`src/rtl/wrapper_pkg.sv`:
```
// Shared defaults, the per-channel event bundle and a width helper for the
// key/pixel-tick front end.
package wrapper_pkg;

   localparam int DEF_NKEYS      = 4;
   localparam int DEF_DIV        = 2;
   localparam int DEF_DEB_CYCLES = 4;
   localparam int DEF_REPEAT     = 0;

   typedef struct packed {
      logic level;
      logic press;
      logic rel;
   } key_evt_t;

   // Counter width for values 0..value-1, never narrower than one bit.
   function automatic int clog2w(input int value);
      return (value <= 1) ? 1 : $clog2(value);
   endfunction

endpackage

```
`src/rtl/key_debounce.sv`:
```
// One key channel: polarity fix, 2-flop synchroniser, debounce counter,
// optional auto-repeat and registered press/release pulses.
module key_debounce
   import wrapper_pkg::*;
#(
   parameter int DEB_CYCLES = DEF_DEB_CYCLES,
   parameter int REPEAT     = DEF_REPEAT,
   parameter bit ACTIVE_LOW = 1'b0
) (
   input  logic     i_clk,
   input  logic     i_rst_n,
   input  logic     i_key,
   output key_evt_t o_evt
);

   localparam int              DW       = clog2w(DEB_CYCLES + 1);
   localparam int              RW       = clog2w(REPEAT + 1);
   localparam logic [DW-1:0]   DEB_LAST = DW'(DEB_CYCLES - 1);
   localparam logic [RW-1:0]   RPT_LAST = RW'((REPEAT > 0) ? REPEAT - 1 : 0);

   logic          w_key;
   logic          w_accept;
   logic          r_s1;
   logic          r_s2;
   logic          r_db;
   logic          r_press;
   logic          r_rel;
   logic [DW-1:0] r_dcnt;
   logic [RW-1:0] r_rcnt;

   assign w_key    = i_key ^ ACTIVE_LOW;
   assign w_accept = (r_s2 != r_db) && (r_dcnt == DEB_LAST);

   always_ff @(posedge i_clk or negedge i_rst_n) begin
      if (!i_rst_n) begin
         r_s1    <= 1'b0;
         r_s2    <= 1'b0;
         r_db    <= 1'b0;
         r_press <= 1'b0;
         r_rel   <= 1'b0;
         r_dcnt  <= '0;
         r_rcnt  <= '0;
      end else begin
         r_s1    <= w_key;
         r_s2    <= r_s1;
         r_press <= 1'b0;
         r_rel   <= 1'b0;

         if (r_s2 == r_db) begin
            r_dcnt <= '0;
         end else if (w_accept) begin
            r_dcnt  <= '0;
            r_db    <= r_s2;
            r_press <= r_s2;
            r_rel   <= ~r_s2;
         end else begin
            r_dcnt <= r_dcnt + DW'(1);
         end

         // An accepted transition (notably a release) always overrides a repeat.
         if (w_accept || !r_db || (REPEAT == 0)) begin
            r_rcnt <= '0;
         end else if (r_rcnt == RPT_LAST) begin
            r_rcnt  <= '0;
            r_press <= 1'b1;
         end else begin
            r_rcnt <= r_rcnt + RW'(1);
         end
      end
   end

   assign o_evt.level = r_db;
   assign o_evt.press = r_press;
   assign o_evt.rel   = r_rel;

endmodule

```
`src/rtl/wrapper_keys_tick.sv`:
```
// Pixel clock-enable divider plus NKEYS independent debounced key channels,
// all running on the single system clock.
module wrapper_keys_tick
   import wrapper_pkg::*;
#(
   parameter int NKEYS           = DEF_NKEYS,
   parameter int DIV             = DEF_DIV,
   parameter int DEB_CYCLES      = DEF_DEB_CYCLES,
   parameter int REPEAT          = DEF_REPEAT,
   parameter int KEYS_ACTIVE_LOW = 0
) (
   input  logic             i_clk,
   input  logic             i_rst_n,
   input  logic [NKEYS-1:0] i_keys,
   output logic             o_pix_ce,
   output logic [NKEYS-1:0] o_keys_db,
   output logic [NKEYS-1:0] o_key_press,
   output logic [NKEYS-1:0] o_key_release
);

   localparam int            CW       = clog2w(DIV);
   localparam logic [CW-1:0] DIV_LAST = CW'(DIV - 1);

   logic [CW-1:0] r_div_cnt;
   logic          r_pix_ce;
   key_evt_t      w_evt [NKEYS];

   // With DIV=1 the wrap compare is always true, so pix_ce stays high.
   always_ff @(posedge i_clk or negedge i_rst_n) begin
      if (!i_rst_n) begin
         r_div_cnt <= '0;
         r_pix_ce  <= 1'b0;
      end else if (r_div_cnt == DIV_LAST) begin
         r_div_cnt <= '0;
         r_pix_ce  <= 1'b1;
      end else begin
         r_div_cnt <= r_div_cnt + CW'(1);
         r_pix_ce  <= 1'b0;
      end
   end

   assign o_pix_ce = r_pix_ce;

   generate
      for (genvar gi = 0; gi < NKEYS; gi++) begin : g_key
         key_debounce #(
            .DEB_CYCLES (DEB_CYCLES),
            .REPEAT     (REPEAT),
            .ACTIVE_LOW (KEYS_ACTIVE_LOW != 0)
         ) u_key (
            .i_clk   (i_clk),
            .i_rst_n (i_rst_n),
            .i_key   (i_keys[gi]),
            .o_evt   (w_evt[gi])
         );
         assign o_keys_db[gi]     = w_evt[gi].level;
         assign o_key_press[gi]   = w_evt[gi].press;
         assign o_key_release[gi] = w_evt[gi].rel;
      end
   endgenerate

endmodule

```
`config.mk`:
```
export PLATFORM = sky130hd
export DESIGN_NAME = wrapper_keys_tick
export DESIGN_NICKNAME = d
export VERILOG_FILES = /design/src/rtl/wrapper_pkg.sv /design/src/rtl/key_debounce.sv /design/src/rtl/wrapper_keys_tick.sv
export SDC_FILE = /design/constraint.sdc
export NUM_CORES = 1
export LEC_CHECK = 0
export BUFFER_PORTS_ARGS = -buffer_cell sky130_fd_sc_hd__buf_2
export CAP_MARGIN = 15
export CORE_MARGIN = 2
export CORE_UTILIZATION = 30
export CTS_CLUSTER_DIAMETER = 150
export DETAILED_ROUTE_END_ITERATION = 8
export REMOVE_ABC_BUFFERS = 1
export SETUP_SLACK_MARGIN = 0.05
export SLEW_MARGIN = 15
export SYNTH_ARGS = -nofsm -noshare
export SYNTH_HDL_FRONTEND = slang
export SYNTH_SLANG_ARGS = --single-unit
```
`constraint.sdc`:
```
create_clock -name i_clk -period 1.55 [get_ports i_clk]
set_clock_uncertainty 0.15 [all_clocks]
set_input_delay 0.31 -clock i_clk [delete_from_list [all_inputs] [get_ports i_clk]]
set_output_delay 0.31 -clock i_clk [all_outputs]
set_load 0.005 [all_outputs]
```
Yosys cells after proc, flatten, opt, wreduce, memory -nomap -nowiden
Cells that the tools add are included.
Widths: inputs -> output; s select.
- add/subtract/negate cells: 5
- eq/ne operators: 12
- muxes and demuxes: 26
- bitwise logic cells: 8
- reductions and logical operators: 8
- operators with widths (kind ; number):
    $mux 3 ; 8
    $mux 1 ; 18
    $add 3x1->3 const B ; 4
    $eq 3x2->1 const B ; 4
    $not 1->1 ; 8
    $reduce_and 2->1 ; 4
    $eq 1x1->1 ; 4
    $logic_and 1x1->1 ; 4
    $ne 1x1->1 ; 4
    $add 1x1->1 const B ; 1
- flip-flop bits (word level): 34
- bits of input ports: 6
- output and inout port bits: 13
- logic and storage cells: 85

Longest topological paths before layout
- depth in word-level cells: 4
- mapped depth: 3
- gate-level depth less buffers: 3

Hierarchy
A second synthesis with hierarchy kept.
- cells, all modules: 83
- area total of the unflattened synthesis: 1285.0 um^2
- by module, submodules not included (module ; times used ; cells an instance ; area each (um^2) ; sequential area each (um^2)):
    key_debounce ; 4 ; 20 ; 307.8 ; 200.2
    wrapper_keys_tick ; 1 ; 3 ; 53.8 ; 50.0

Worst setup path before layout
No wires, ideal clock.
- path kind: reg-to-reg
- start: register g_key[0].u_key.r_dcnt[0]
- end: register g_key[0].u_key.r_db
- library setup time: 125 ps
- data arrival time: 999 ps
- required time: 1275 ps
- path slack: 275 ps
- stages on the path, launching flop included: 4
- path buffers: 0
- period minus slack after synthesis: 1275 ps
- cell sequence: dfrtp_1 -> ha_1 -> nor2b_4 -> mux2_4
- longest elaborated chain between the ends: 3
- RTL lines (item ; line ; source):
    from (decl) ; key_debounce.sv:28 ; logic [DW-1:0] r_dcnt;
    from (signal assigned) ; key_debounce.sv:57 ; r_dcnt <= r_dcnt + DW'(1);
    $eq 3x2->1 ; key_debounce.sv:32 ; assign w_accept = (r_s2 != r_db) && (r_dcnt == DEB_LAST);
    $logic_and 1x1->1 ; key_debounce.sv:32 ;
    $reduce_and 2->1 (no line) ; -- ;
    to (signal assigned) ; key_debounce.sv:53 ; r_db <= r_s2;
    to (decl) ; key_debounce.sv:25 ; logic r_db;
Every way passes these cells.
A chain may end at the register's enable or synchronous reset.

Worst setup path after layout
- start: register g_key[1].u_key.r_dcnt[0]
- end: register g_key[1].u_key.r_db
- longest elaborated chain between the ends: 3
- RTL lines (item ; line):
    from (decl) ; key_debounce.sv:28
    from (signal assigned) ; key_debounce.sv:57
    $eq 3x2->1 ; key_debounce.sv:32
    $logic_and 1x1->1 ; key_debounce.sv:32
    $reduce_and 2->1 (no line) ; --
    to (signal assigned) ; key_debounce.sv:53
    to (decl) ; key_debounce.sv:25
Every way passes these cells.

==> out/metrics.csv <==
metric;value;unit
clk slew on worst S/H paths;0.07;ns
Pre-Repair DR Iteration Count;2;
leakage power;0.777;nW
Post-layout nets;112;
Ys Warns;0;
worst path cell trace;ha_1 > nor2b_4 > mux2_4;
sequential cell fraction of total power;47.6;%
vias post-DR;643;
grt total ovfl;0;
RSZ-0062 raised after global routing;no;
Final ANT Viol Nets;0;
I/O pin total;19;
Die H;70.2;um
pin count of the biggest net entering global routing;35;
TNS Setup;0;ns
sw power;637;uW
area grow syn2layout;17.6;%
clock share of power;31.3;%
CP Launch Type;register;
# diodes;0;
Post-synth EDFFs;0;
WP buf/inv;0;
final setup fails;0;
outcome;finished, final reports clean;
Max-cap violations;0;
pwr/cell area;1590;mW/mm2
Switching Fraction;25.9;%
setup bufs post-CTS;0;
flops & latches, synth;34;
largest cells by area after synthesis;dfrtp_1 65%, buf_4 6.8%, and3b_1 4.0%, ha_1 3.8%, mux2_4 3.4%;
Post-synth top cells;34 x dfrtp_1, 12 x buf_4, 6 x and3b_1;
first-pass GRT wire length;3100;um
wire length per cell;11.4;um
DR vias/cell;4.15;
Starting Density;30.7;%
worst skew pair latency;0.28;ns
root buffer cell;clkbuf_8;
Final Cycle Share;87.2;%
number of global-route vias before repair;671;
CTS Buf Count;5;
crit path capture type;register;
die area;0.00493;mm2
Logic pwr share;21.1;%
final wirelength;1770;um
Seq/Total Area, Yosys;64.6;%
top-count cell post-synth;dfrtp_1;
fmax;740;MHz
crit-path max FO;4;
Hold/Removal Path Class;register to register;
cell area after synthesis;0.00132;mm2
CTS sink count;34;
CP Data Arrival Time;1.37;ns
asr flop ratio synth;100;%
Req. time, crit path;1.57;ns
CTS Buffer Depth;2;
Cells after Synth;83;
Slew @ Worst Pin;0.396;ns
Worst Path Class, Setup;register to register;
FP Rows;24;
PortBufs;18;
Synth Flop Type;dfrtp_1;
critical path's largest stage delay;0.37;ns
share of layout cells above drive strength 1;38.8;%
post-synth top area cell;dfrtp_1;
core area;0.00429;mm2
Die X;70.2;um
final max-slew violation count;0;
worst slew margin relative to its limit;73.4;%
Top Family by Delay on Critical Path;flip-flops;
H-Tree Depth;2;
cell at the slowest stage of the critical path;dfrtp_1;
Int Power;1.82;mW
DPL Wire Length;1240;um
maximum vdd drop;0.450;mV
Yosys cell types;14;
share of the synthesized area in the top cell type;64.6;%
Syn Area/Cell;15.9;um2
CTS tree;yes;
Tmin final;1.35;ns
R2R Setup Slk;0.20;ns
gpl congestion;0.698;
post-layout util;36.0;%
DRC errors left;0;
final hold violation count;0;
initial DRC count;35;
initial antenna violation count;0;
Tot GR Track Use;8.63;%
state kept, by name, indices dropped and copies added (netlist names):
register	count
g_key.u_key.r_db	4
g_key.u_key.r_s2	4
g_key.u_key.r_press	4
g_key.u_key.r_rel	4
g_key.u_key.r_dcnt	12
o_pix_ce	1
g_key.u_key.r_s1	4
r_div_cnt	1
timing repair:
| item | in CTS | in global routing |
|---|---|---|
| endpoints found under the hold margin | 38 | 0 |
| hold buffers | 5 | 0 |
| resized for setup | 0 | 0 |
layer usage:
metal  global-route usage, %  vias up  wire length, um
met3                    2.74        8              104
met1                    9.12      315              744
met2                    13.0       21              833
met4                    8.97        0               91
li1                        -      299                -
met5                       0        -                0
cell usage in the layout (no fill, tap or decap):
master / n
buf_4: 1
dlygate4sd3_1: 5
clkbuf_8: 5
nor2b_1: 4
mux2_1: 1
nor3b_2: 3
nand2b_4: 1
buf_2: 18
inv_1: 1
xnor2_1: 4
nor3_2: 3
ha_1: 4
bufinv_16: 1
and3b_1: 6
clkinv_2: 2
dfrtp_1: 34
mux2_4: 3
nor2b_4: 3
nor3b_1: 4
worst paths after layout:
check / start / to / cells after the start
min: g_key[3].u_key.r_s1 / g_key[3].u_key.r_s2 / 0
max in group asynchronous: i_rst_n / g_key[1].u_key.r_dcnt[0] / 3
max reg2reg: g_key[1].u_key.r_dcnt[0] / g_key[1].u_key.r_db / 3
max: g_key[1].u_key.r_dcnt[0] / g_key[1].u_key.r_db / 3
min in group asynchronous: i_rst_n / g_key[0].u_key.r_press / 3
min reg2reg: g_key[3].u_key.r_s1 / g_key[3].u_key.r_s2 / 0
power by group through the flow:
| stage | clock [mW] | sequential, mW | combinational (mW) |
|---|---|---|---|
| finish | 0.770 | 1.17 | 0.519 |
| global route | 0.842 | 1.20 | 0.584 |
| CTS | 0.801 | 1.17 | 0.538 |
| detailed placement | 0 | 1.19 | 0.522 |
| global placement | 0 | 1.18 | 0.494 |
| floorplan | 0 | 1.17 | 0.361 |
layout make-up:
class,count,area [um2]
clock inverters,3,40.0
multi-input cells,36,372
flip-flops and latches,34,851
well taps,52,65.1
clock buffers,5,68.8
inverters,1,3.75
repair buffers,24,148
fillers,426,2750
cell families after synthesis:
| family | Yosys count | share of synthesized area, % |
|---|---|---|
| xor+xnor | 4 | 2.66 |
| fa+ha+maj | 4 | 3.80 |
| buf+inv | 13 | 7.13 |
| flops | 34 | 64.6 |
| mux | 4 | 4.28 |
| simple gates | 24 | 17.5 |
metrics by stage:
stage	power [mW]	setup WS [ns]	cell area, um2	hold slack (ns)	std cells
6_report	2.46	0.198	1550	0.199	155
5_1_grt	2.63	0.137	1550	0.203	155
4_1_cts	2.51	0.184	1550	0.201	155
3_5_place_dp	1.71	0.214	1390	0.185	142
3_3_place_gp	1.67	0.251	1390	0.182	142
2_1_floorplan	1.53	0.275	1230	-0.136	71
No activity file was read; power rests on OpenSTA's default activity.
